## src/rtl/serial_addsub.sv

```systemverilog
// serial_addsub: bit-serial 8-bit adder/subtractor, one result bit per clock
module serial_addsub #(
  parameter int WIDTH = 8
) (
  input  logic             clk,
  input  logic             rst_n,
  input  logic             start,
  input  logic             op,
  input  logic [WIDTH-1:0] A,
  input  logic [WIDTH-1:0] B,
  output logic             busy,
  output logic             done,
  output logic [WIDTH-1:0] Y,
  output logic             cout,
  output logic             ovf
);
  localparam int CW = $clog2(WIDTH);
  typedef enum logic [1:0] {IDLE, SHIFT, DONE} state_t;
  state_t           state_q;
  logic [WIDTH-1:0] a_q, b_q, r_q, y_q, r_d;
  logic [CW-1:0]    cnt_q;
  logic             c_q, s_d, c_d, last_d, busy_q, done_q, cout_q, ovf_q;
  // full-adder step on the operand LSBs and the running carry
  always_comb begin
    s_d    = a_q[0] ^ b_q[0] ^ c_q;
    c_d    = (a_q[0] & b_q[0]) | (c_q & (a_q[0] ^ b_q[0]));
    r_d    = {s_d, r_q[WIDTH-1:1]};
    last_d = cnt_q == CW'(WIDTH - 1);
  end
  // FSM; DONE accepts a new start directly so back-to-back ops run every WIDTH+1 cycles
  always_ff @(posedge clk or negedge rst_n) begin
    if (!rst_n) begin
      state_q <= IDLE;
      a_q     <= '0;
      b_q     <= '0;
      r_q     <= '0;
      y_q     <= '0;
      cnt_q   <= '0;
      c_q     <= 1'b0;
      busy_q  <= 1'b0;
      done_q  <= 1'b0;
      cout_q  <= 1'b0;
      ovf_q   <= 1'b0;
    end else begin
      done_q <= 1'b0;
      if (state_q == SHIFT) begin
        r_q   <= r_d;
        a_q   <= a_q >> 1;
        b_q   <= b_q >> 1;
        c_q   <= c_d;
        cnt_q <= cnt_q + 1'b1;
        if (last_d) begin
          y_q     <= r_d;
          cout_q  <= c_d;
          ovf_q   <= c_q ^ c_d;
          done_q  <= 1'b1;
          state_q <= DONE;
        end
      end else if (start) begin
        a_q     <= A;
        b_q     <= op ? ~B : B;
        c_q     <= op;
        cnt_q   <= '0;
        busy_q  <= 1'b1;
        state_q <= SHIFT;
      end else begin
        busy_q  <= 1'b0;
        state_q <= IDLE;
      end
    end
  end
  assign busy = busy_q;
  assign done = done_q;
  assign Y    = y_q;
  assign cout = cout_q;
  assign ovf  = ovf_q;
endmodule

```

## config.mk

```make
export PLATFORM = sky130hd
export DESIGN_NAME = serial_addsub
export DESIGN_NICKNAME = d
export VERILOG_FILES = /design/src/rtl/serial_addsub.sv
export SDC_FILE = /design/constraint.sdc
export NUM_CORES = 1
export LEC_CHECK = 0
export CAP_MARGIN = 20
export CORE_ASPECT_RATIO = 1.5
export CORE_UTILIZATION = 35
export DETAILED_ROUTE_END_ITERATION = 10
export PLACE_DENSITY_LB_ADDON = 0.1
export SYNTH_ARGS = -nofsm -noshare
export SYNTH_HDL_FRONTEND = slang
export SYNTH_SLANG_ARGS = --single-unit
export TNS_END_PERCENT = 50
```

## constraint.sdc

```tcl
create_clock -name clk -period 1.55 [get_ports clk]
set_input_delay 0.155 -clock clk [delete_from_list [all_inputs] [get_ports clk]]
set_output_delay 0.155 -clock clk [all_outputs]
set_load 0.01 [all_outputs]
```

* After elaboration in Yosys (flattened, before gate mapping)
Cells that the tools add are included.
Storage, ports and cells: bits in registers 42, input bits 20, output and inout bits 12
Cells by class: $add $sub $neg 1, equality and inequality tests 3, multiplexer cells 15, bitwise logic cells 7, reductions and logical operators 2
Operator list (count):
- 8-bit 2-to-1 mux | 5
- 8-bit inverter | 1
- 1-bit 2-to-1 mux | 6
- 3-bit 2-to-1 mux | 2
- 2-bit 2-to-1 mux | 2
- 3-bit by 1-bit adder with 3-bit output, second input constant | 1
- 3-bit equality test, second input constant | 1
- 1-bit bitwise XOR | 3
- 1-bit AND | 2
- 2-bit by 1-bit equality test with 1-bit output, second input constant | 1
- 2-bit inequality test, second input constant | 1
- 2-bit AND reduction | 1
- 2-bit nonzero test | 1
- 1-bit OR | 1

* Logic depth before layout (Yosys ltp)
Gate-level depths: netlist (run 1).
depth in word-level cells 4, gate-level depth with buffers 6

* Worst setup path before layout (run 1)
No wires, ideal clock.
path kind register -> register, start point reg cnt_q[0], end point reg y_q[0], in the netlist Y[0], library setup time 0.125 ns, arrival 1.300 ns, data required time 1.425 ns, path slack 0.126 ns, stages on the path, launching flop included 6, path buffers 1, period minus slack after synthesis 1.424 ns, cells stage by stage dfrtp_1 -> ha_1 -> ha_1 -> nand3b_4 -> buf_6 -> mux2_2
Between the ends: cells in the longest elaborated chain, start to end 2
Ends and longest elaborated chain:
- from (decl) | RTL line 21 | logic [CW-1:0] cnt_q;
- from (signal assigned) | RTL line 51 | cnt_q <= cnt_q + 1'b1;
- 3-bit equality test | RTL line 28 | last_d = cnt_q == CW'(WIDTH - 1);
- 2-bit AND reduction (no source line)
- to (signal assigned) | RTL line 53 | y_q <= r_d;
- to (decl) | RTL line 20 | logic [WIDTH-1:0] a_q, b_q, r_q, y_q, r_d;
Every way passes these cells. A chain may end at the register's enable or synchronous reset.

* Final worst setup path (run 1)
start point reg cnt_q[0], end point reg y_q[3], in the netlist Y[3]
Same word-level chain as after synthesis.

==> results of run 1 <==
==> synthesized netlist by cell type (2+ instances only) <==
cell / number
buf_2: 3
buf_4: 2
buf_6: 3
dfrtp_1: 41
ha_1: 2
inv_1: 2
mux2_2: 15
mux2_4: 3
mux2i_1: 16
nand2_1: 18
nand2b_1: 2
nor2_1: 4
o21ai_0: 18
xnor2_1: 2
xor2_1: 7
==> logic make-up (layout without fill, tap and decap cells) <==
logic type                 count (synthesis)  after routing
xor gates and xnor gates                   9              9
AOI/OAI and AO/OA                         19             19
buffers and inverters                     11             48
and+or+nand+nor                           26             26
muxes                                     34             34
DFF                                       41             41
adders and majority gates                  3              3
==> stage by stage <==
step | power [mW] | hold slack, ns
floorplan | 2.977 | -0.1406
finish | 4.517 | 0.2968
global route | 4.877 | 0.3350
global placement | 3.496 | 0.08819
detailed placement | 3.558 | 0.09070
CTS | 4.607 | 0.2919
==> worst paths after layout <==
| kind | cells after the start | slack (ns) | startpoint | to |
|---|---|---|---|---|
| min in group clk | 3 | 0.48 | A[7] | a_q[7] |
| min reg2reg | 2 | 0.49 | b_q[2] | b_q[1] |
| min | 2 | 0.30 | rst_n | Y[0] |
| max reg2reg | 4 | 0.09 | cnt_q[0] | Y[3] |
| max in group asynchronous | 3 | 0.72 | rst_n | done |
| max | 4 | 0.09 | cnt_q[0] | Y[3] |
==> area by class of cell <==
cell class / count / area [µm²]
multi-input combinational: 91 / 724.4
inverter: 2 / 7.507
clock inverter: 3 / 68.82
sequential: 41 / 1026
timing repair buffer: 38 / 385.4
clock buffer: 5 / 68.82
tap: 66 / 82.58
fill: 475 / 2562
==> registers in the layout (all words and copies together) (netlist names) <==
name	flops
cnt_q	3
busy	1
a_q	8
Y	8
ovf	1
c_q	1
cout	1
done	1
b_q	8
r_q	7
state_q	2
==> power by group <==
part | internal [mW] | switching [mW] | leakage, nW
logic | 0.966 | 0.700 | 0.516
registers | 1.55 | 0.274 | 0.519
clock network | 0.648 | 0.377 | 0.0687
total | 3.17 | 1.35 | 1.10
==> metal layers <==
layer | vias up | share of wire [%] | track usage [%]
li1 | 553 | - | -
met5 | - | 0 | 0
met3 | 6 | 3.2 | 3.868
met1 | 579 | 41 | 15.29
met2 | 24 | 54 | 21.25
met4 | 0 | 1.6 | 5.114
==> worst reg2reg max path: cells and delay by family, from the launching register on <==
family / cells / cell delay [ns]
mux: 1 / 0.35
flops: 1 / 0.39
fa+ha+maj: 2 / 0.41
simple gates: 1 / 0.19
==> repair_timing <==
action | CTS | global route
hold buffers | 1 | 0
endpoints found under the hold margin | 14 | 0
buffers inserted | 0 | 0
==> flow_summary.json, run 1 <==
{
  "synth_top_cell_area_share_pct": 56.16,
  "tns_ns": 0,
  "drt_iter0_markers": 15,
  "min_period_over_period_pct": 93.96,
  "dr.pass1.iters": 2,
  "syn2layout_area_growth_pct": 29.38,
  "startpoint_type": "register",
  "path_clk_slew_ns": 0.08,
  "drc": 0,
  "cts_tree": "yes",
  "worst-setup-path-type": "register to register",
  "grt_pass1_vias": 1181,
  "hold_class": "input pin to async pin",
  "setup_violations": 0,
  "synth_xor_area_share_pct": 4.315,
  "wl_um": 3079,
  "ys_seq_area_share_pct": 56.16,
  "status": "completed",
  "muxShareOfSynthArea_pct": 20.48,
  "post-place-ws_ns": 0.08521,
  "p_leak_nw": 1.104,
  "rsz0062_at_grt": "no",
  "synth_top_cell_by_area": "dfrtp_1",
  "rows": 31,
  "synthFlopType": "dfrtp_1",
  "crit_slowest_cell": "dfrtp_1",
  "clock_latency_ns": 0.30,
  "final_common_cell": "dfrtp_1",
  "io_buffers": 31,
  "p_per_area_nw_per_um2": 1911,
  "synth_edf_count": 0,
  "die_area_um2": 5518,
  "final_cell_mix": "dfrtp_1, clkdlybuf4s50_1, nand2_1, o21ai_0, mux2i_1",
  "cts.sinks": 41,
  "clock_path_buffers": 2,
  "syn_inst": 143,
  "ctsResizeCount": 0,
  "drv_slew": 0,
  "crit_arrival_ns": 1.64,
  "antenna_cells": 0,
  "synthAdderAreaFrac_pct": 2.466,
  "async_reset_ff_share_pct": 100.0,
  "end_kind": "register",
  "clock.fmax_mhz": 686.6,
  "cpPeakStageDelay_ns": 0.39,
  "clock_skew_ns": 0.007136,
  "dp_cells": 237,
  "grtUsageTotal_pct": 12.93,
  "hold_viol": 0,
  "hpwl_um": 2217,
  "post-route-util_pct": 47.98,
  "ys_top_cells_by_area": "dfrtp_1, mux2_2, mux2i_1, o21ai_0, nand2_1",
  "cp_top_family": "adder cells",
  "start_util_pct": 37.08,
  "grt_pass1_wl_um": 5285,
  "instances_no_fill": 246,
  "synth.avg_cell_area_um2": 12.77,
  "wl_per_cell_um": 12.52,
  "ios": 32,
  "core_area_um2": 4926,
  "drtAntennaViolNets": 0,
  "cts_buffers": 5,
  "vias": 1162,
  "dpl_cell_area_um2": 2216,
  "drive_gt1_share_pct": 19.44,
  "crit_fanout": 13,
  "final_area_um2": 2364,
  "die_w_um": 60.99,
  "cp.required_ns": 1.73,
  "antenna_found_initial": 0,
  "path_cells": "ha_1, ha_1, nand3b_4, mux2_2",
  "cts_htree_levels": 2,
  "crit_top_cell": "ha_1",
  "synth_nets": 166,
  "synth-seq-cells": 41,
  "synth_top_family_by_area": "multiplexers",
  "setup_slack_ns": 0.09363,
  "place_congestion": 0.6839,
  "tightest_slew_ns": 0.3687,
  "vdd_drop_max_mv": 0.5993,
  "overflow": 0,
  "fin_nets": 202,
  "synthSimpleGateAreaFrac_pct": 7.055,
  "grt_max_degree": 26,
  "maxSlewHeadroom_pct": 75.42,
  "die_y_um": 90.48,
  "routed_via_density": 4.724,
  "min_period_ns": 1.456,
  "synth-compound-area-share_pct": 5.342,
  "max-cap-violations": 0,
  "synth_area_um2": 1827,
  "path_buf_inv": 0,
  "ys_types": 20,
  "root_buffer": "clkbuf_8",
  "ys_warn_count": 0
}
Power figures use the tool's default switching activity.
==> run 2, diff against run 1 <==
- SETUP_SLACK_MARGIN: default -> 0.2
==> run 2 against run 1 <==
Via count unchanged. Power up 2.5%. Worst hold slack better by 0.055 ns. Register-to-register slack better by 0.07 ns. Combinational power up 14%. Worst setup slack better by 0.072 ns. Flip-flop and latch count unchanged. Clock-buffer cell count up 2. Die area unchanged. First-iteration DRC count up 27%. Critical endpoint is now Y[6].
==> flow_summary.json, run 2 (synthesis gave the netlist of run 1 again) <==
{
  "drive_gt1_share_pct": 23.40,
  "power.total_mw": 4.630,
  "reg2regPathDepth": 4,
  "crit_cells": 4,
  "wl_um": 3241,
  "ios": 32,
  "grtUsageTotal_pct": 13.19,
  "min_period_over_period_pct": 89.33,
  "p_per_area_nw_per_um2": 1886,
  "hpwl_um": 2247,
  "grt_max_degree": 23,
  "path_clk_slew_ns": 0.08,
  "worst-setup-path-type": "register to register",
  "drv_slew": 0,
  "clock_skew_ns": 0.005640,
  "antenna_found_initial": 0,
  "die_area_um2": 5518,
  "crit_slowest_cell": "dfrtp_1",
  "cts_htree_levels": 2,
  "clock_path_buffers": 2,
  "rsz0062_at_grt": "yes",
  "end_kind": "register",
  "dr.pass1.iters": 4,
  "grt_pass1_wl_um": 5361,
  "setup_violations": 0,
  "cp_top_family": "flip-flops",
  "rows": 31,
  "hold_class": "input pin to async pin",
  "cts.sinks": 41,
  "drtAntennaViolNets": 0,
  "tightest_slew_ns": 0.4764,
  "syn2layout_area_growth_pct": 34.38,
  "path_buf_inv": 0,
  "final_cell_mix": "dfrtp_1, clkdlybuf4s50_1, nand2_1, o21ai_0, mux2i_1",
  "vias": 1162,
  "die_w_um": 60.99,
  "final_common_cell": "dfrtp_1",
  "r2r_slack_ns": 0.17,
  "min_period_ns": 1.385,
  "grt_pass1_vias": 1198,
  "cpPeakStageDelay_ns": 0.40,
  "drc": 0,
  "p_leak_nw": 1.194,
  "hold_ws_ns": 0.3523,
  "overflow": 0,
  "crit_arrival_ns": 1.56,
  "maxSlewHeadroom_pct": 68.24,
  "cp.required_ns": 1.72,
  "status": "completed",
  "path_cells": "ha_2, ha_4, nand3b_4, mux2_4",
  "max-cap-violations": 0,
  "clock.fmax_mhz": 722.2,
  "io_buffers": 31,
  "startpoint_type": "register",
  "tns_ns": 0,
  "place_congestion": 0.6877,
  "hold_viol": 0,
  "drt_iter0_markers": 19,
  "fin_nets": 210,
  "clock_latency_ns": 0.29,
  "cts_buffers": 5,
  "antenna_cells": 0,
  "die_y_um": 90.48,
  "vdd_drop_max_mv": 0.7106,
  "crit_fanout": 6,
  "routed_via_density": 4.575,
  "cts_tree": "yes",
  "root_buffer": "clkbuf_8",
  "core_area_um2": 4926,
  "wl_per_cell_um": 12.76,
  "start_util_pct": 37.08
}
[run 2: power breakdown]
part	total (mW)	switching, mW	internal [mW]
Sequential	1.86	0.305	1.55
Clock	0.872	0.347	0.525
Combinational	1.90	0.756	1.14
Total	4.63	1.41	3.22
[run 2: cell type report]
type,count,area (µm²)
multi-input cells,92,789.5
fillers,473,2471
clock buffers,7,86.33
clock inverters,1,30.03
inverters,2,7.507
flip-flops and latches,41,1026
repair buffers,45,432.9
well taps,66,82.58
[run 2: worst paths after layout]
path / endpoint / startpoint
min: r_q[5] / rst_n
max in group asynchronous: a_q[1] / rst_n
max: Y[6] / cnt_q[0]
max reg2reg: Y[6] / cnt_q[0]
min reg2reg: b_q[0] / b_q[1]
min in group clk: a_q[7] / A[7]
[run 2: timing repair]
action / 4_1_cts / 5_1_grt
resized for setup: 2 / 10
endpoints found under the setup margin: 14 / 21
endpoints found under the hold margin: 20 / 0
gates cloned: 1 / 0
hold buffers: 1 / 0
setup buffers: 5 / 0
pin swaps: 0 / 1
[run 2: layer usage]
| layer | routed length [µm] | share of wire (%) | global-route usage [%] | up-vias |
|---|---|---|---|---|
| met4 | 61 | 1.9 | 6.250 | 0 |
| li1 | - | - | - | 570 |
| met3 | 126 | 3.9 | 4.298 | 5 |
| met2 | 1769 | 55 | 21.52 | 24 |
| met5 | 0 | 0 | 0 | - |
| met1 | 1284 | 40 | 15.01 | 563 |
[run 2: stage by stage]
step | worst slack (ns) | utilization, % | instance area, µm² | cells
final | 0.1653 | 49.83 | 2455 | 254
after global routing | 0.1374 | 49.83 | 2455 | 254
after CTS | 0.1671 | 49.05 | 2416 | 254
after detailed placement | 0.1467 | 45.34 | 2233 | 239
after global placement | 0.1890 | 45.34 | 2233 | 239
after floorplan | 0.1871 | - | 1842 | 143
